**src/rtl/tile_pkg.sv**
```systemverilog
// rtl/tile_pkg.sv - shared tile grid constants, entry type and colour map
package tile_pkg;

    localparam int TILE_SIZE  = 8;
    localparam int GRID_TILES = 2;

    localparam logic [1:0] TILE_TL = 2'b00;
    localparam logic [1:0] TILE_TR = 2'b01;
    localparam logic [1:0] TILE_BL = 2'b10;
    localparam logic [1:0] TILE_BR = 2'b11;

    localparam logic [2:0] COL_TL = 3'b001;
    localparam logic [2:0] COL_TR = 3'b010;
    localparam logic [2:0] COL_BL = 3'b011;
    localparam logic [2:0] COL_BR = 3'b100;

    typedef logic [1:0] tile_id_t;

    typedef struct packed {
        logic [2:0] colour;
        tile_id_t   tile;
    } tile_entry_t;

    function automatic logic [2:0] tile_colour(input tile_id_t t);
        logic [2:0] c;
        case (t)
            TILE_TL: c = COL_TL;
            TILE_TR: c = COL_TR;
            TILE_BL: c = COL_BL;
            default: c = COL_BR;
        endcase
        return c;
    endfunction

endpackage

```
**src/rtl/tile_fifo.sv**
```systemverilog
// rtl/tile_fifo.sv - synchronous FIFO holding decoded tile entries
module tile_fifo #(
    parameter int DEPTH = 4,
    parameter int WIDTH = 5,
    localparam int PW = $clog2(DEPTH),
    localparam int CW = $clog2(DEPTH + 1)
) (
    input  logic             clk,
    input  logic             resetn,
    input  logic             push,
    input  logic             pop,
    input  logic [WIDTH-1:0] din,
    output logic [WIDTH-1:0] dout,
    output logic             empty,
    output logic             full,
    output logic [CW-1:0]    count
);

    logic [WIDTH-1:0] mem_q [DEPTH];
    logic [PW-1:0]    wr_ptr_q, rd_ptr_q;
    logic [CW-1:0]    count_q;
    logic             do_push, do_pop;

    assign empty   = (count_q == '0);
    assign full    = (count_q == CW'(DEPTH));
    assign do_pop  = pop & ~empty;
    // a push into a full FIFO is only legal when the head leaves on the same edge
    assign do_push = push & (~full | do_pop);

    always_ff @(posedge clk or negedge resetn) begin
        if (!resetn) begin
            wr_ptr_q <= '0;
            rd_ptr_q <= '0;
            count_q  <= '0;
        end else begin
            if (do_push) wr_ptr_q <= wr_ptr_q + PW'(1);
            if (do_pop)  rd_ptr_q <= rd_ptr_q + PW'(1);
            case ({do_push, do_pop})
                2'b10:   count_q <= count_q + CW'(1);
                2'b01:   count_q <= count_q - CW'(1);
                default: count_q <= count_q;
            endcase
        end
    end

    always_ff @(posedge clk) begin
        if (do_push) mem_q[wr_ptr_q] <= din;
    end

    assign dout  = mem_q[rd_ptr_q];
    assign count = count_q;

endmodule

```
**src/rtl/tile_select_decoder.sv**
```systemverilog
// rtl/tile_select_decoder.sv - press detect, cursor capture, grid decode and tile queue
module tile_select_decoder
    import tile_pkg::*;
#(
    parameter int TILE_SIZE  = tile_pkg::TILE_SIZE,
    parameter int ORIGIN_X   = 0,
    parameter int ORIGIN_Y   = 0,
    parameter int FIFO_DEPTH = 4,
    localparam int CW = $clog2(FIFO_DEPTH + 1)
) (
    input  logic          clk,
    input  logic          resetn,
    input  logic [7:0]    cursor_x,
    input  logic [7:0]    cursor_y,
    input  logic          select,
    output logic          out_valid,
    input  logic          out_ready,
    output logic [1:0]    tile,
    output logic [2:0]    colour,
    output logic          miss,
    output logic          overflow,
    output logic [CW-1:0] count
);

    localparam int SPAN = GRID_TILES * TILE_SIZE;

    logic        sel_q, s1_valid_q, miss_q, ovf_q;
    logic        miss_d, ovf_d;
    logic [7:0]  s1_x_q, s1_y_q;
    logic        press, in_grid, push, pop, empty, full;
    logic [8:0]  dx, dy;
    tile_id_t    dec_tile;
    tile_entry_t dec_entry, head;

    assign press = select & ~sel_q;

    // 9-bit offsets: a cursor left of/above the origin wraps to >=256 and fails the span test
    assign dx       = {1'b0, s1_x_q} - 9'(ORIGIN_X);
    assign dy       = {1'b0, s1_y_q} - 9'(ORIGIN_Y);
    assign in_grid  = (dx < 9'(SPAN)) && (dy < 9'(SPAN));
    assign dec_tile = {dy >= 9'(TILE_SIZE), dx >= 9'(TILE_SIZE)};

    always_comb begin
        dec_entry        = '0;
        dec_entry.tile   = dec_tile;
        dec_entry.colour = tile_colour(dec_tile);
    end

    assign pop    = ~empty & out_ready;
    assign push   = s1_valid_q & in_grid & (~full | pop);
    assign ovf_d  = s1_valid_q & in_grid & full & ~pop;
    assign miss_d = s1_valid_q & ~in_grid;

    // sel_q resets high so a key held across reset release is not a press
    always_ff @(posedge clk or negedge resetn) begin
        if (!resetn) begin
            sel_q      <= 1'b1;
            s1_valid_q <= 1'b0;
            s1_x_q     <= '0;
            s1_y_q     <= '0;
            miss_q     <= 1'b0;
            ovf_q      <= 1'b0;
        end else begin
            sel_q      <= select;
            s1_valid_q <= press;
            if (press) begin
                s1_x_q <= cursor_x;
                s1_y_q <= cursor_y;
            end
            miss_q     <= miss_d;
            ovf_q      <= ovf_d;
        end
    end

    tile_fifo #(
        .DEPTH (FIFO_DEPTH),
        .WIDTH ($bits(tile_entry_t))
    ) u_fifo (
        .clk    (clk),
        .resetn (resetn),
        .push   (push),
        .pop    (pop),
        .din    (dec_entry),
        .dout   (head),
        .empty  (empty),
        .full   (full),
        .count  (count)
    );

    assign out_valid = ~empty;
    assign tile      = empty ? 2'b00 : head.tile;
    assign colour    = empty ? 3'b000 : head.colour;
    assign miss      = miss_q;
    assign overflow  = ovf_q;

endmodule

```
**config.mk**
```make
export PLATFORM = sky130hd
export DESIGN_NAME = tile_select_decoder
export DESIGN_NICKNAME = d
export VERILOG_FILES = /design/src/rtl/tile_pkg.sv /design/src/rtl/tile_fifo.sv /design/src/rtl/tile_select_decoder.sv
export SDC_FILE = /design/constraint.sdc
export NUM_CORES = 1
export LEC_CHECK = 0
export BUFFER_PORTS_ARGS = -buffer_cell sky130_fd_sc_hd__buf_2
export CAP_MARGIN = 5
export CORE_MARGIN = 1.5
export CORE_UTILIZATION = 45
export DETAILED_ROUTE_END_ITERATION = 7
export HOLD_SLACK_MARGIN = 0.15
export PLACE_DENSITY = 0.66
export SETUP_SLACK_MARGIN = 0.1
export SYNTH_ARGS = -nofsm -noshare
export SYNTH_HDL_FRONTEND = slang
export SYNTH_SLANG_ARGS = --single-unit
```
**constraint.sdc**
```tcl
create_clock -name clk -period 3.5 [get_ports clk]
set_clock_uncertainty 0.1 [all_clocks]
set_input_delay 0.35 -clock clk [delete_from_list [all_inputs] [get_ports clk]]
set_output_delay 0.35 -clock clk [all_outputs]
set_load 0.03 [all_outputs]
```
* Yosys cells after proc, flatten, opt, wreduce, memory -nomap -nowiden
Memories as Yosys holds them, arrays and structs flattened. Index checks and enable logic that the tools add are counted.
Operators by class: add/subtract/negate cells 4, magnitude comparators 4, eq/ne operators 5, muxes and demuxes 6, bitwise operators 16, reduce and logical (&&, ||, !) cells 4
Operators with widths (number):
- $ge A8 B4 Y1 const B | 2
- $lt A8 B5 Y1 const B | 2
- $and A1 B1 Y1 | 9
- $pmux W3 S3 | 1
- $pmux W3 S2 | 1
- $not A1 Y1 | 5
- $add A2 B1 Y2 const B | 2
- $eq A2 B1 Y1 const B | 2
- $eq A2 B2 Y1 const B | 2
- $add A3 B1 Y3 const B | 1
- $eq A3 B3 Y1 const B | 1
- $logic_not A3 Y1 | 1
- $mux W3 | 1
- $sub A3 B1 Y3 const B | 1
- $logic_not A2 Y1 | 1
- $mux W1 | 2
- $mux W2 | 1
- $or A1 B1 Y1 | 2
- $reduce_bool A2 Y1 | 1
- $logic_and A1 B1 Y1 | 1
Storage, ports and cells: flip-flop bits (word level) 27, RAM bits 20, output and inout port bits 11, logic and storage cells 49, memories 1
Memories:
- u_fifo.mem_q | words 4, bits a word 5, read ports 1, clocked after Yosys merged registers in 0, wr ports 1, RTL line tile_fifo.sv:19 | logic [WIDTH-1:0] mem_q [DEPTH];

* Longest topological paths before layout
Gate-level depths: netlist (run 1).
depth after elaboration 8, mapped depth 10, mapped depth without buffers 9

* Hierarchy
From an unflattened synthesis (run 1), not the netlist that was laid out.
Unflattened totals: cells, all modules 125, area, all modules 1911.8 um2
By module, submodules not included:
- tile_fifo | instances 1, cells each 79, area an instance 1241.2 um2, seq. area each 775.7 um2
- tile_select_decoder | instances 1, cells each 46, area an instance 670.6 um2, seq. area each 351.6 um2

* Least setup slack after synthesis (run 1)
OpenSTA, ideal clock, no wires.
kind register to register, from register u_fifo.count_q[0], in the netlist u_fifo.count[0], to register u_fifo.count_q[2], in the netlist u_fifo.count[2], library setup time 0.080 ns, data arrival time 2.353 ns, setup slack 0.967 ns, stages on the path, launching flop included 11, clock period less this slack 2.533 ns, cell sequence dfrtp_1 or4b_4 and4_4 buf_6 inv_2 ha_1 inv_1 fa_1 xor2_1 nor2_1 xor2_1
On the way: word-level cells in the longest chain between the ends 8, elaborated cells on any way between the ends 16, those cells by class add/sub: 2; eq/ne: 3; mux: 1; bitwise: 8; reduce/logical: 2
Ends and longest elaborated chain:
- start, declared | RTL line tile_fifo.sv:21 | logic [CW-1:0] count_q;
- start signal, assigned | RTL line tile_fifo.sv:39 | 2'b10: count_q <= count_q + CW'(1);
- start signal, assigned | RTL line tile_fifo.sv:40 | 2'b01: count_q <= count_q - CW'(1);
- start signal, assigned | RTL line tile_fifo.sv:41 | default: count_q <= count_q;
- $logic_not A3 Y1 | RTL line tile_fifo.sv:24 | assign empty = (count_q == '0);
- $not A1 Y1 | RTL line tile_fifo.sv:26, tile_select_decoder.sv:49
- $and A1 B1 Y1 | RTL line tile_select_decoder.sv:49 | assign pop = ~empty & out_ready;
- $or A1 B1 Y1 / $and A1 B1 Y1 (equally long branches) | RTL line tile_select_decoder.sv:50, tile_fifo.sv:26
- $and A1 B1 Y1 / $or A1 B1 Y1 (equally long branches) | RTL line tile_select_decoder.sv:50, tile_fifo.sv:28
- $and A1 B1 Y1 | RTL line tile_fifo.sv:28 | assign do_push = push & (~full | do_pop);
- $eq A2 B1 Y1 / $eq A2 B2 Y1 (equally long branches) | RTL line tile_fifo.sv:38 | case ({do_push, do_pop})
- $pmux W3 S2 / $reduce_bool A2 Y1 (equally long branches)
Several ways; a longest one is shown, not always the timed one. A chain may end at the register's enable or synchronous reset.

* Worst setup path after layout (run 1)
Same ends and word-level chain as after synthesis.

==> results of run 1 <==
-- synthesized netlist by cell type --
master                     number  share of area, %
sky130_fd_sc_hd__or4b_4         1              0.79
sky130_fd_sc_hd__nand2b_1       1              0.36
sky130_fd_sc_hd__xor2_1         3               1.5
sky130_fd_sc_hd__dfrtp_1       20                29
sky130_fd_sc_hd__buf_6          1              0.64
sky130_fd_sc_hd__nor4_2         2               1.4
sky130_fd_sc_hd__fa_1           1               1.1
sky130_fd_sc_hd__mux2_1        10               6.4
sky130_fd_sc_hd__and4_4         1              0.64
sky130_fd_sc_hd__and2_1        10               3.6
sky130_fd_sc_hd__ha_1           6               4.3
sky130_fd_sc_hd__inv_2          1              0.21
sky130_fd_sc_hd__xnor2_1        3               1.5
sky130_fd_sc_hd__inv_1          6               1.3
sky130_fd_sc_hd__or3_1          1              0.36
sky130_fd_sc_hd__mux2i_1        1              0.57
sky130_fd_sc_hd__nor2_1         2              0.43
sky130_fd_sc_hd__buf_2          2              0.57
sky130_fd_sc_hd__nand3_1        2              0.57
sky130_fd_sc_hd__mux4_2         5               6.4
sky130_fd_sc_hd__a21boi_1       1              0.43
sky130_fd_sc_hd__dfstp_2        1               1.5
sky130_fd_sc_hd__edfxtp_1      20                34
sky130_fd_sc_hd__nor2b_1        2              0.72
sky130_fd_sc_hd__mux2_4         1              0.86
sky130_fd_sc_hd__clkbuf_1       3              0.64
-- final timing paths --
check                           slack (ps)               to
worst max-delay path                  1050  u_fifo.count[2]
worst min-delay path                   170        s1_y_q[3]
worst max register to register        1050  u_fifo.count[2]
worst min register to register         390        s1_x_q[3]
max in group asynchronous             2530            sel_q
min in group asynchronous              430        s1_x_q[5]
-- report_power, final --
group	leakage [nW]	total, W	switching [W]	internal (W)
clock	0.0482	0.000301	0.000163	0.000138
combinational	0.337	0.000421	0.000236	0.000186
sequential	0.427	0.000635	0.0000724	0.000563
total	0.812	0.00136	0.000471	0.000886
-- cell families (layout without fill, tap and decap cells) --
kind of cell	count (synthesis)	in the layout	share of synthesized area, %
adder cells (fa/ha/maj)	7	7	5.44
AND/OR/NAND/NOR	22	22	8.88
buffers and inverters	13	41	3.37
flip-flops	41	41	64.5
multiplexers	17	17	14.3
XOR/XNOR	6	6	3.01
AO/OA/AOI/OAI	1	1	0.430
-- layout make-up --
type	instances	area, sq um	share of cell area [%]
clock buffers	5	68.8	3.44
clock inverters	3	16.3	0.814
inverters	7	26.3	1.31
multi-input cells	53	561	28.0
flip-flops and latches	41	1130	56.4
well taps	48	60.1	3.00
repair buffers	26	140	7.01
-- registers in the layout, summed over array words and instances, names as in the netlist --
| register | count |
|---|---|
| u_fifo.rd_ptr_q | 2 |
| u_fifo.mem_q | 20 |
| u_fifo.count | 3 |
| u_fifo.wr_ptr_q | 2 |
| s1_y_q | 5 |
| overflow | 1 |
| sel_q | 1 |
| s1_valid_q | 1 |
| miss | 1 |
| s1_x_q | 5 |
-- per-stage QoR --
stage                     power (W)  hold WS (ps)  cell area [sq um]
final                       0.00136           168               2000
after global routing        0.00144           158               2000
after CTS                   0.00137           159               2000
after detailed placement    0.00107           226               1890
after global placement      0.00106           221               1890
after floorplan            0.000966         -45.6               1750
-- cell usage in the layout (no fill, tap or decap), drive strengths merged --
cell         netlist  final
nor2               2      2
dfrtp             20     20
nand2b             1      1
and4               1      1
inv                7      8
nand3              2      2
fa                 1      1
clkbuf             3      5
clkinv             0      2
or4b               1      1
nor4               2      2
dfstp              1      1
and2              10     10
mux2              11     11
nor2b              2      2
dlygate4sd3        0      2
edfxtp            20     20
xor2               3      3
mux2i              1      1
ha                 6      6
a21boi             1      1
buf                3     24
mux4               5      5
or3                1      1
xnor2              3      3
-- routing by layer --
metal,share of wire (%),global-route usage [%],vias to the layer above
li1,-,-,428
met1,46,19.3,448
met2,47,23.2,19
met3,4.0,4.11,7
met4,2.3,7.03,0
met5,0,0,-
-- what timing repair did --
| item | CTS | global route |
|---|---|---|
| setup endpoints to repair | 0 | 0 |
| hold buffers | 2 | 0 |
| endpoints found under the hold margin | 21 | 0 |
-- worst max-delay path, delay by kind of cell, from the launching register on --
| family | cells | cell delay, ps |
|---|---|---|
| and+or+nand+nor | 3 | 890 |
| adders and majority gates | 2 | 540 |
| DFF | 1 | 430 |
| xor gates and xnor gates | 2 | 310 |
| buffers and inverters | 2 | 110 |
==> impl_metrics.xml, run 1 <==
<?xml version="1.0" encoding="UTF-8"?>
<metrics>
  <group name="outcome">
    <metric name="status" unit="">complete, no violations</metric>
  </group>
  <group name="placed_design">
    <metric name="placement.setup.worst_slack" unit="ps">1060</metric>
    <metric name="port_buffers" unit="">24</metric>
    <metric name="gpl.final_weighted_congestion" unit="">0.754</metric>
    <metric name="dp_hpwl" unit="um">1840</metric>
    <metric name="dp_cells" unit="">173</metric>
  </group>
  <group name="setup_path">
    <metric name="critPathMaxFanout" unit="">7</metric>
    <metric name="cp-startpoint" unit="">u_fifo.count[0]</metric>
    <metric name="worstReg2RegStart" unit="">u_fifo.count[0]</metric>
    <metric name="critical-path-slowest-cell" unit="">sky130_fd_sc_hd__or4b_4</metric>
    <metric name="worst_ep_required_time" unit="ps">3620</metric>
    <metric name="critPathLaunchType" unit="">flip-flop</metric>
    <metric name="setup.worst_path.class" unit="">flip-flop to flip-flop</metric>
    <metric name="critical_path_arrival" unit="ps">2570</metric>
    <metric name="cp_cell_sequence" unit="">or4b_4, and4_4, inv_2, ha_1, inv_1, fa_1, xor2_1, nor2_1, xor2_1</metric>
    <metric name="cpPeakStageDelay" unit="ps">540</metric>
    <metric name="critPathMostFrequentCell" unit="">sky130_fd_sc_hd__xor2_1</metric>
    <metric name="critical_path.endpoint_type" unit="">flip-flop</metric>
    <metric name="rr_worst_depth" unit="">9</metric>
  </group>
  <group name="clock_network">
    <metric name="post-cts-setup-buffers" unit="">0</metric>
    <metric name="numCtsBuffers" unit="">5</metric>
    <metric name="clkLatencyLatePin" unit="ps">290</metric>
    <metric name="clk_transition_reported_paths" unit="ps">80</metric>
    <metric name="clock-sinks" unit="">41</metric>
    <metric name="cts_tree" unit="">yes</metric>
    <metric name="cts_repair_resize_count" unit="">0</metric>
    <metric name="buffer_depth_of_the_longest_clock_path" unit="">2</metric>
    <metric name="ctsHtreeMaxLevel" unit="">2</metric>
    <metric name="clk_root_buffer_cell" unit="">sky130_fd_sc_hd__clkbuf_8</metric>
  </group>
  <group name="hold_path">
    <metric name="min_delay_path_depth" unit="">2</metric>
    <metric name="hold_class" unit="">primary input to flip-flop</metric>
    <metric name="hold_path_startpoint" unit="">cursor_y[3]</metric>
  </group>
  <group name="final_layout">
    <metric name="area_delta_synth_final" unit="%">14.5</metric>
    <metric name="postLayoutCoreUtil" unit="%">54.2</metric>
    <metric name="share_of_final_layout_standard_cells_stronger_than_drive_strength_1" unit="%">32.6</metric>
    <metric name="insertedDiodeCount" unit="">0</metric>
    <metric name="design.final.nets" unit="">161</metric>
    <metric name="num-fill-cells" unit="">310</metric>
    <metric name="final-instance-count-excl-fill" unit="">183</metric>
  </group>
  <group name="global_route">
    <metric name="grt_remaining_overflow" unit="">0</metric>
    <metric name="grt_usage" unit="%">14.9</metric>
    <metric name="grt_pass1_wl" unit="um">4590</metric>
    <metric name="grt_pass1_vias" unit="">966</metric>
    <metric name="maximum_number_of_pins_on_one_net_before_global_route_repair" unit="">22</metric>
    <metric name="antenna_violations_before_repair" unit="">0</metric>
  </group>
  <group name="power">
    <metric name="pwr_density_cell" unit="mW/mm^2">679</metric>
    <metric name="worst_ir_drop_vdd" unit="uV">274</metric>
    <metric name="power.static_leakage" unit="nW">0.812</metric>
  </group>
  <group name="floorplanning">
    <metric name="floorplan.die.width" unit="um">65.3</metric>
    <metric name="io_pins" unit="">31</metric>
    <metric name="coreArea" unit="sq mm">0.00369</metric>
    <metric name="total_die_area" unit="sq mm">0.00426</metric>
    <metric name="die_h" unit="um">65.3</metric>
    <metric name="cell_row_count" unit="">22</metric>
    <metric name="start_util" unit="%">47.4</metric>
  </group>
  <group name="sta">
    <metric name="timing.final.max_slew_violations" unit="">0</metric>
    <metric name="worst_pin_slew" unit="ps">906</metric>
    <metric name="fmax" unit="GHz">0.408</metric>
    <metric name="report.final.setup_viol" unit="">0</metric>
    <metric name="finalWorstPathRequiredPeriod" unit="ps">2450</metric>
    <metric name="final.period_utilization" unit="%">70.0</metric>
    <metric name="final_ws_setup" unit="ps">1050</metric>
    <metric name="final-hold-violation-count" unit="">0</metric>
    <metric name="grt_setup_unrepaired" unit="">false</metric>
    <metric name="setup-tns-final" unit="ps">0</metric>
    <metric name="max_slew_margin" unit="%">39.5</metric>
  </group>
  <group name="detailed_routing">
    <metric name="vias_per_cell" unit="">4.93</metric>
    <metric name="vias" unit="">902</metric>
    <metric name="wire_per_inst" unit="um">14.1</metric>
    <metric name="drt_first_pass_iters" unit="">4</metric>
    <metric name="route.antenna.remaining_nets" unit="">0</metric>
    <metric name="detail_route.iter0.violations" unit="">46</metric>
    <metric name="drt_drc_violations_left" unit="">0</metric>
    <metric name="wirelength" unit="um">2580</metric>
  </group>
  <group name="synth">
    <metric name="avgSynthCellArea" unit="sq um">16.3</metric>
    <metric name="synthesis.yosys.warnings" unit="">0</metric>
    <metric name="synth_fp_nets" unit="">134</metric>
    <metric name="synth-seq-area-share" unit="%">64.5</metric>
    <metric name="synth_cells" unit="">107</metric>
    <metric name="synth_cell_type_count" unit="">26</metric>
    <metric name="yosys_register_bits" unit="">41</metric>
    <metric name="synth.cell_area" unit="sq mm">0.00175</metric>
  </group>
  <group name="job">
    <metric name="cap_violations" unit="">0</metric>
  </group>
</metrics>
No activity file was read; power rests on OpenSTA's default activity.
==> inputs of run 2 (changes only) <==
Settings changed: PLACE_DENSITY 0.66 to 0.69.
Clock period 3.5 ns to 2.2 ns, I/O delays scaled along.
==> run 2 against run 1 <==
Compared with the run above: the flow now finishes with violations (negative setup slack); non-clock buffer count up 23; routed wire length is 13% higher; combinational power grew 92%; hold slack gained 100 ps; clock power rose by 51%; largest cell class unchanged; largest power group unchanged.
==> impl_metrics.xml, run 2 (synthesized netlist as in run 1, its figures left out) <==
<?xml version="1.0" encoding="UTF-8"?>
<metrics>
  <group name="setup_path">
    <metric name="cp_cell_sequence" unit="">or4b_4, and4_4, inv_2, ha_4, inv_2, fa_2, xor2_1, nor2_1, xor2_1</metric>
    <metric name="critical_path_arrival" unit="ps">2340</metric>
    <metric name="timing.critical_path.max_delay_family" unit="">simple AND/OR/NAND/NOR gates</metric>
    <metric name="path_buf_inv" unit="">2</metric>
    <metric name="cp.depth" unit="">9</metric>
    <metric name="rr_worst_depth" unit="">9</metric>
    <metric name="cpPeakStageDelay" unit="ps">530</metric>
    <metric name="critPathLaunchType" unit="">flip-flop</metric>
    <metric name="worst_ep_required_time" unit="ps">2310</metric>
    <metric name="setup.worst_path.class" unit="">flip-flop to flip-flop</metric>
    <metric name="critical-path-slowest-cell" unit="">sky130_fd_sc_hd__or4b_4</metric>
    <metric name="critPathMaxFanout" unit="">2</metric>
    <metric name="critical_path.endpoint_type" unit="">flip-flop</metric>
  </group>
  <group name="placed_design">
    <metric name="port_buffers" unit="">24</metric>
    <metric name="dp_hpwl" unit="um">2010</metric>
    <metric name="placement.setup.worst_slack" unit="ps">-55.2</metric>
    <metric name="dp_cells" unit="">182</metric>
    <metric name="gpl.final_weighted_congestion" unit="">0.780</metric>
  </group>
  <group name="detailed_routing">
    <metric name="vias_per_cell" unit="">4.96</metric>
    <metric name="vias" unit="">1021</metric>
    <metric name="drt_first_pass_iters" unit="">3</metric>
    <metric name="drt_drc_violations_left" unit="">0</metric>
    <metric name="route.antenna.remaining_nets" unit="">0</metric>
    <metric name="wirelength" unit="um">2900</metric>
    <metric name="detail_route.iter0.violations" unit="">27</metric>
    <metric name="wire_per_inst" unit="um">14.1</metric>
  </group>
  <group name="outcome">
    <metric name="status" unit="">complete, but fails checks</metric>
    <metric name="violations" unit="">negative setup slack</metric>
  </group>
  <group name="floorplanning">
    <metric name="cell_row_count" unit="">22</metric>
    <metric name="floorplan.die.width" unit="um">65.3</metric>
    <metric name="coreArea" unit="sq mm">0.00369</metric>
    <metric name="start_util" unit="%">47.4</metric>
    <metric name="io_pins" unit="">31</metric>
    <metric name="die_h" unit="um">65.3</metric>
    <metric name="total_die_area" unit="sq mm">0.00426</metric>
  </group>
  <group name="power">
    <metric name="power.static_leakage" unit="nW">0.905</metric>
    <metric name="pwr_density_cell" unit="mW/mm^2">1020</metric>
    <metric name="worst_ir_drop_vdd" unit="uV">492</metric>
    <metric name="post-layout-total-power" unit="W">0.00226</metric>
  </group>
  <group name="sta">
    <metric name="final.period_utilization" unit="%">102</metric>
    <metric name="fmax" unit="GHz">0.447</metric>
    <metric name="report.final.setup_viol" unit="">1</metric>
    <metric name="final_ws_setup" unit="ps">-36.8</metric>
    <metric name="timing.final.max_slew_violations" unit="">0</metric>
    <metric name="grt_setup_unrepaired" unit="">true</metric>
    <metric name="worst_pin_slew" unit="ps">885</metric>
    <metric name="max_slew_margin" unit="%">40.9</metric>
    <metric name="finalWorstPathRequiredPeriod" unit="ps">2240</metric>
    <metric name="final-hold-violation-count" unit="">0</metric>
  </group>
  <group name="global_route">
    <metric name="grt_pass1_wl" unit="um">4930</metric>
    <metric name="maximum_number_of_pins_on_one_net_before_global_route_repair" unit="">22</metric>
    <metric name="grt_pass1_vias" unit="">1042</metric>
    <metric name="antenna_violations_before_repair" unit="">0</metric>
    <metric name="grt_remaining_overflow" unit="">0</metric>
    <metric name="grt_usage" unit="%">15.7</metric>
  </group>
  <group name="final_layout">
    <metric name="postLayoutCoreUtil" unit="%">60.1</metric>
    <metric name="final-instance-count-excl-fill" unit="">206</metric>
    <metric name="design.final.nets" unit="">184</metric>
    <metric name="share_of_final_layout_standard_cells_stronger_than_drive_strength_1" unit="%">37.3</metric>
    <metric name="area_delta_synth_final" unit="%">26.9</metric>
    <metric name="largest-register" unit="">u_fifo.mem_q</metric>
    <metric name="largest_register_ffs" unit="">20</metric>
    <metric name="reg.largest.list" unit="">u_fifo.mem_q x20, s1_x_q x5, s1_y_q x5</metric>
    <metric name="layout_commonest_cell" unit="">sky130_fd_sc_hd__buf_2</metric>
    <metric name="mostFrequentLayoutCells" unit="">24 x sky130_fd_sc_hd__buf_2, 20 x sky130_fd_sc_hd__edfxtp_1, 17 x sky130_fd_sc_hd__dfrtp_1</metric>
    <metric name="insertedDiodeCount" unit="">0</metric>
  </group>
  <group name="job">
    <metric name="cap_violations" unit="">0</metric>
  </group>
  <group name="hold_path">
    <metric name="hold_class" unit="">primary input to flip-flop</metric>
    <metric name="min_delay_path_depth" unit="">3</metric>
  </group>
  <group name="clock_network">
    <metric name="numCtsBuffers" unit="">5</metric>
    <metric name="buffer_depth_of_the_longest_clock_path" unit="">2</metric>
    <metric name="clk_transition_reported_paths" unit="ps">70</metric>
    <metric name="ctsHtreeMaxLevel" unit="">2</metric>
    <metric name="clk_root_buffer_cell" unit="">sky130_fd_sc_hd__clkbuf_8</metric>
    <metric name="cts_tree" unit="">yes</metric>
    <metric name="clkLatencyLatePin" unit="ps">280</metric>
    <metric name="clock-sinks" unit="">41</metric>
  </group>
</metrics>
-- run 2: cell types whose count changed in the layout (fill, tap and decap cells not counted), moves of 2 or more --
cell                            change
sky130_fd_sc_hd__buf_4             +11
sky130_fd_sc_hd__clkbuf_1           +3
sky130_fd_sc_hd__clkinv_2           -2
sky130_fd_sc_hd__dfrtp_1            -3
sky130_fd_sc_hd__dfrtp_2            +3
sky130_fd_sc_hd__dlygate4sd3_1     +12
-- run 2: report_power, final --
group	total (W)	internal, W	switching (W)	leakage [nW]
Clock	0.000456	0.000225	0.000231	0.0395
Combinational	0.000807	0.000381	0.000426	0.441
Sequential	0.00100	0.000900	0.000100	0.424
Total	0.00226	0.00151	0.000757	0.905
-- run 2: metal layers --
metal | track usage, % | up-vias | wire length, um
met5 | 0 | - | 0
met4 | 4.69 | 0 | 31
met3 | 5.14 | 4 | 93
met2 | 25.5 | 16 | 1490
met1 | 20.3 | 527 | 1290
li1 | - | 474 | -
-- run 2: worst paths after layout --
path	to	from	slack, ps
min in group asynchronous	s1_y_q[5]	resetn	320
max reg2reg	u_fifo.count[2]	u_fifo.count[1]	-40
min	u_fifo.rd_ptr_q[0]	out_ready	270
max in group asynchronous	sel_q	resetn	1330
min reg2reg	s1_y_q[3]	s1_y_q[3]	400
max	u_fifo.count[2]	u_fifo.count[1]	-40
-- run 2: final cells by class --
cell class,instances,area [sq um]
Fill cell,299,1470
Tap cell,48,60.1
Timing Repair Buffer,49,343
Multi-Input combinational cell,53,577
Clock buffer,8,80.1
Inverter,7,26.3
Sequential cell,41,1130
-- run 2: what timing repair did --
item	4_1_cts	5_1_grt
endpoints found under the setup margin	4	12
hold buffers	14	0
resized for setup	0	1
setup buffers	1	1
endpoints found under the hold margin	34	0
pin swaps	3	0
-- run 2: worst min-delay path: stages --
cell and delay [ps]:
sky130_fd_sc_hd__buf_2 100, sky130_fd_sc_hd__and2_1 200, sky130_fd_sc_hd__xor2_1 90
-- run 2: stage by stage --
stage               area (sq um)  setup TNS (ps)  hold slack [ps]
floorplan                   1770            -254             -176
global placement            1980           -6.48             86.6
detailed placement          1980           -55.2              104
CTS                         2210           -52.7              251
global route                2220            -123              276
finish                      2220           -36.8              270
==> inputs of run 3 (changes only) <==
Settings changed: PLACE_DENSITY 0.69 to 0.8.
==> run 3 against run 2 <==
Compared with the run above: the run still ends with negative setup slack left; critical path depth stayed put; global-route usage is 1.2 points higher; worst setup slack worse by 17 ps; sequential share of layout area is 0.057 points lower; final cell count is 0.97% lower; core utilization is 0.068 points higher; first-iteration DRC count is 26% lower; register-to-register slack worse by 20 ps; die area stayed put; clock-buffer cell count is 2 lower; non-clock buffer count is 2 lower; sequential cell count stayed put; critical endpoint unchanged.
==> impl_metrics.xml, run 3 (synthesized netlist as in run 1, its figures left out) <==
<?xml version="1.0" encoding="UTF-8"?>
<metrics>
  <group name="global_route">
    <metric name="antenna_violations_before_repair" unit="">0</metric>
    <metric name="grt_pass1_vias" unit="">1088</metric>
    <metric name="grt_pass1_wl" unit="um">5130</metric>
    <metric name="maximum_number_of_pins_on_one_net_before_global_route_repair" unit="">22</metric>
    <metric name="grt_usage" unit="%">16.9</metric>
    <metric name="grt_remaining_overflow" unit="">0</metric>
  </group>
  <group name="final_layout">
    <metric name="area_delta_synth_final" unit="%">27.1</metric>
    <metric name="largest-register" unit="">u_fifo.mem_q</metric>
    <metric name="mostFrequentLayoutCells" unit="">24 x sky130_fd_sc_hd__buf_2, 20 x sky130_fd_sc_hd__edfxtp_1, 17 x sky130_fd_sc_hd__dfrtp_1</metric>
    <metric name="share_of_final_layout_standard_cells_stronger_than_drive_strength_1" unit="%">39.1</metric>
    <metric name="reg.largest.list" unit="">u_fifo.mem_q x20, s1_x_q x5, s1_y_q x5</metric>
    <metric name="design.final.nets" unit="">182</metric>
    <metric name="largest_register_ffs" unit="">20</metric>
    <metric name="layout.cell_area.non_filler" unit="sq mm">0.00222</metric>
    <metric name="layout_commonest_cell" unit="">sky130_fd_sc_hd__buf_2</metric>
    <metric name="insertedDiodeCount" unit="">0</metric>
  </group>
  <group name="detailed_routing">
    <metric name="drt_drc_violations_left" unit="">0</metric>
    <metric name="drt_first_pass_iters" unit="">3</metric>
    <metric name="wirelength" unit="um">3120</metric>
    <metric name="vias" unit="">1001</metric>
    <metric name="wire_per_inst" unit="um">15.3</metric>
    <metric name="detail_route.iter0.violations" unit="">20</metric>
    <metric name="route.antenna.remaining_nets" unit="">0</metric>
    <metric name="vias_per_cell" unit="">4.91</metric>
  </group>
  <group name="floorplanning">
    <metric name="io_pins" unit="">31</metric>
    <metric name="die_h" unit="um">65.3</metric>
    <metric name="start_util" unit="%">47.4</metric>
    <metric name="total_die_area" unit="sq mm">0.00426</metric>
    <metric name="coreArea" unit="sq mm">0.00369</metric>
    <metric name="cell_row_count" unit="">22</metric>
    <metric name="floorplan.die.width" unit="um">65.3</metric>
  </group>
  <group name="setup_path">
    <metric name="cp_cell_sequence" unit="">or4b_4, and4_4, inv_4, ha_4, inv_2, fa_2, xor2_1, nor2_1, xor2_1</metric>
    <metric name="timing.reg2reg.setup_slack" unit="ps">-50</metric>
    <metric name="critPathLaunchType" unit="">flip-flop</metric>
    <metric name="critical_path_arrival" unit="ps">2370</metric>
    <metric name="critical_path.endpoint_type" unit="">flip-flop</metric>
    <metric name="setup.worst_path.class" unit="">flip-flop to flip-flop</metric>
    <metric name="worstReg2RegStart" unit="">u_fifo.count[1]</metric>
    <metric name="rr_worst_depth" unit="">9</metric>
    <metric name="destination_of_the_worst_register_to_register_timing_path" unit="">u_fifo.count[2]</metric>
    <metric name="critPathMaxFanout" unit="">2</metric>
    <metric name="cpPeakStageDelay" unit="ps">530</metric>
    <metric name="critPathMostFrequentCell" unit="">sky130_fd_sc_hd__xor2_1</metric>
    <metric name="critical-path-slowest-cell" unit="">sky130_fd_sc_hd__or4b_4</metric>
    <metric name="worst_ep_required_time" unit="ps">2320</metric>
  </group>
  <group name="sta">
    <metric name="report.final.setup_viol" unit="">1</metric>
    <metric name="final-hold-violation-count" unit="">0</metric>
    <metric name="finalWorstPathRequiredPeriod" unit="ps">2250</metric>
    <metric name="fmax" unit="GHz">0.444</metric>
    <metric name="setup-tns-final" unit="ps">-54.0</metric>
    <metric name="grt_setup_unrepaired" unit="">true</metric>
    <metric name="timing.final.max_slew_violations" unit="">0</metric>
    <metric name="final.period_utilization" unit="%">102</metric>
    <metric name="worst_pin_slew" unit="ps">927</metric>
    <metric name="final_ws_setup" unit="ps">-54.0</metric>
    <metric name="max_slew_margin" unit="%">38.1</metric>
  </group>
  <group name="outcome">
    <metric name="violations" unit="">negative setup slack</metric>
    <metric name="status" unit="">complete, but fails checks</metric>
  </group>
  <group name="job">
    <metric name="cap_violations" unit="">0</metric>
  </group>
  <group name="hold_path">
    <metric name="min_delay_path_depth" unit="">3</metric>
    <metric name="hold_path_startpoint" unit="">out_ready</metric>
    <metric name="hold_class" unit="">primary input to flip-flop</metric>
    <metric name="min_to" unit="">u_fifo.rd_ptr_q[1]</metric>
  </group>
  <group name="power">
    <metric name="worst_ir_drop_vdd" unit="uV">638</metric>
    <metric name="switching_share" unit="%">33.3</metric>
    <metric name="switchingPower" unit="W">0.000767</metric>
    <metric name="pwr-share-comb" unit="%">35.3</metric>
    <metric name="clock_power_share" unit="%">21.0</metric>
    <metric name="intPower" unit="W">0.00154</metric>
    <metric name="power.sequential.fraction" unit="%">43.7</metric>
    <metric name="power.static_leakage" unit="nW">0.908</metric>
    <metric name="pwr_density_cell" unit="mW/mm^2">1040</metric>
  </group>
  <group name="clock_network">
    <metric name="clk_root_buffer_cell" unit="">sky130_fd_sc_hd__clkbuf_8</metric>
    <metric name="numCtsBuffers" unit="">5</metric>
    <metric name="clkLatencyLatePin" unit="ps">290</metric>
    <metric name="buffer_depth_of_the_longest_clock_path" unit="">2</metric>
    <metric name="clk_transition_reported_paths" unit="ps">80</metric>
    <metric name="ctsHtreeMaxLevel" unit="">2</metric>
    <metric name="clock-sinks" unit="">41</metric>
    <metric name="cts_tree" unit="">yes</metric>
  </group>
  <group name="placed_design">
    <metric name="placedInstanceArea" unit="sq mm">0.00197</metric>
    <metric name="gpl.final_weighted_congestion" unit="">0.751</metric>
    <metric name="port_buffers" unit="">24</metric>
    <metric name="dp_hpwl" unit="um">2040</metric>
  </group>
</metrics>
run 3: metrics by stage:
stage	hold WS [ps]	cells	setup WS [ps]	power [W]	utilization (%)
6_report	146	204	-54.0	0.00231	60.2
5_1_grt	171	204	-106	0.00243	60.2
4_1_cts	262	203	-19.8	0.00230	59.8
3_5_place_dp	97.4	181	-26.2	0.00179	53.5
3_3_place_gp	82.6	181	6.79	0.00175	53.5
2_1_floorplan	-176	107	-185	0.00156	-
run 3: worst max path at each step:
stage	from	to	slack, ps
global route	u_fifo.count[1]	u_fifo.count[2]	-110
finish	u_fifo.count[1]	u_fifo.count[2]	-50
floorplan	u_fifo.count[0]	u_fifo.count[2]	-180
global placement	u_fifo.count[0]	u_fifo.count[2]	7
CTS	u_fifo.count[1]	u_fifo.count[2]	-20
detailed placement	u_fifo.count[0]	u_fifo.count[2]	-30
run 3: cell type report:
cell class                      count  area [sq um]
Fill cell                         283          1470
Sequential cell                    41          1130
Multi-Input combinational cell     53           583
Timing Repair Buffer               47           325
Clock buffer                        6          82.6
Tap cell                           48          60.1
Inverter                            7          28.8
Clock inverter                      2          8.76
run 3: power groups by stage:
| stage | clock network, W | logic [W] | registers (W) |
|---|---|---|---|
| 2_1_floorplan | 0 | 0.000533 | 0.00103 |
| 6_report | 0.000485 | 0.000814 | 0.00101 |
| 3_3_place_gp | 0 | 0.000735 | 0.00102 |
| 5_1_grt | 0.000535 | 0.000874 | 0.00102 |
| 3_5_place_dp | 0 | 0.000762 | 0.00102 |
| 4_1_cts | 0.000497 | 0.000797 | 0.00101 |
run 3: worst max-delay path: cells and delay by family (launching register included):
kind	cells	cell delay [ps]
flip-flops	1	400
buffers and inverters	2	90
adder cells (fa/ha/maj)	2	450
AND/OR/NAND/NOR	3	840
XOR/XNOR	2	300
run 3: timing repair:
action	CTS	global route
setup buffers	0	2
endpoints found under the setup margin	7	8
resized for setup	0	3
pin swaps	3	3
gates cloned	0	0
endpoints found under the hold margin	34	0
hold buffers	14	0
run 3: layer usage:
metal,GRT usage [%],up-vias,share of wire [%]
met1,18.5,507,39
met4,7.03,0,2.0
met3,4.79,5,3.2
met5,0,-,0
met2,30.6,16,55
li1,-,473,-
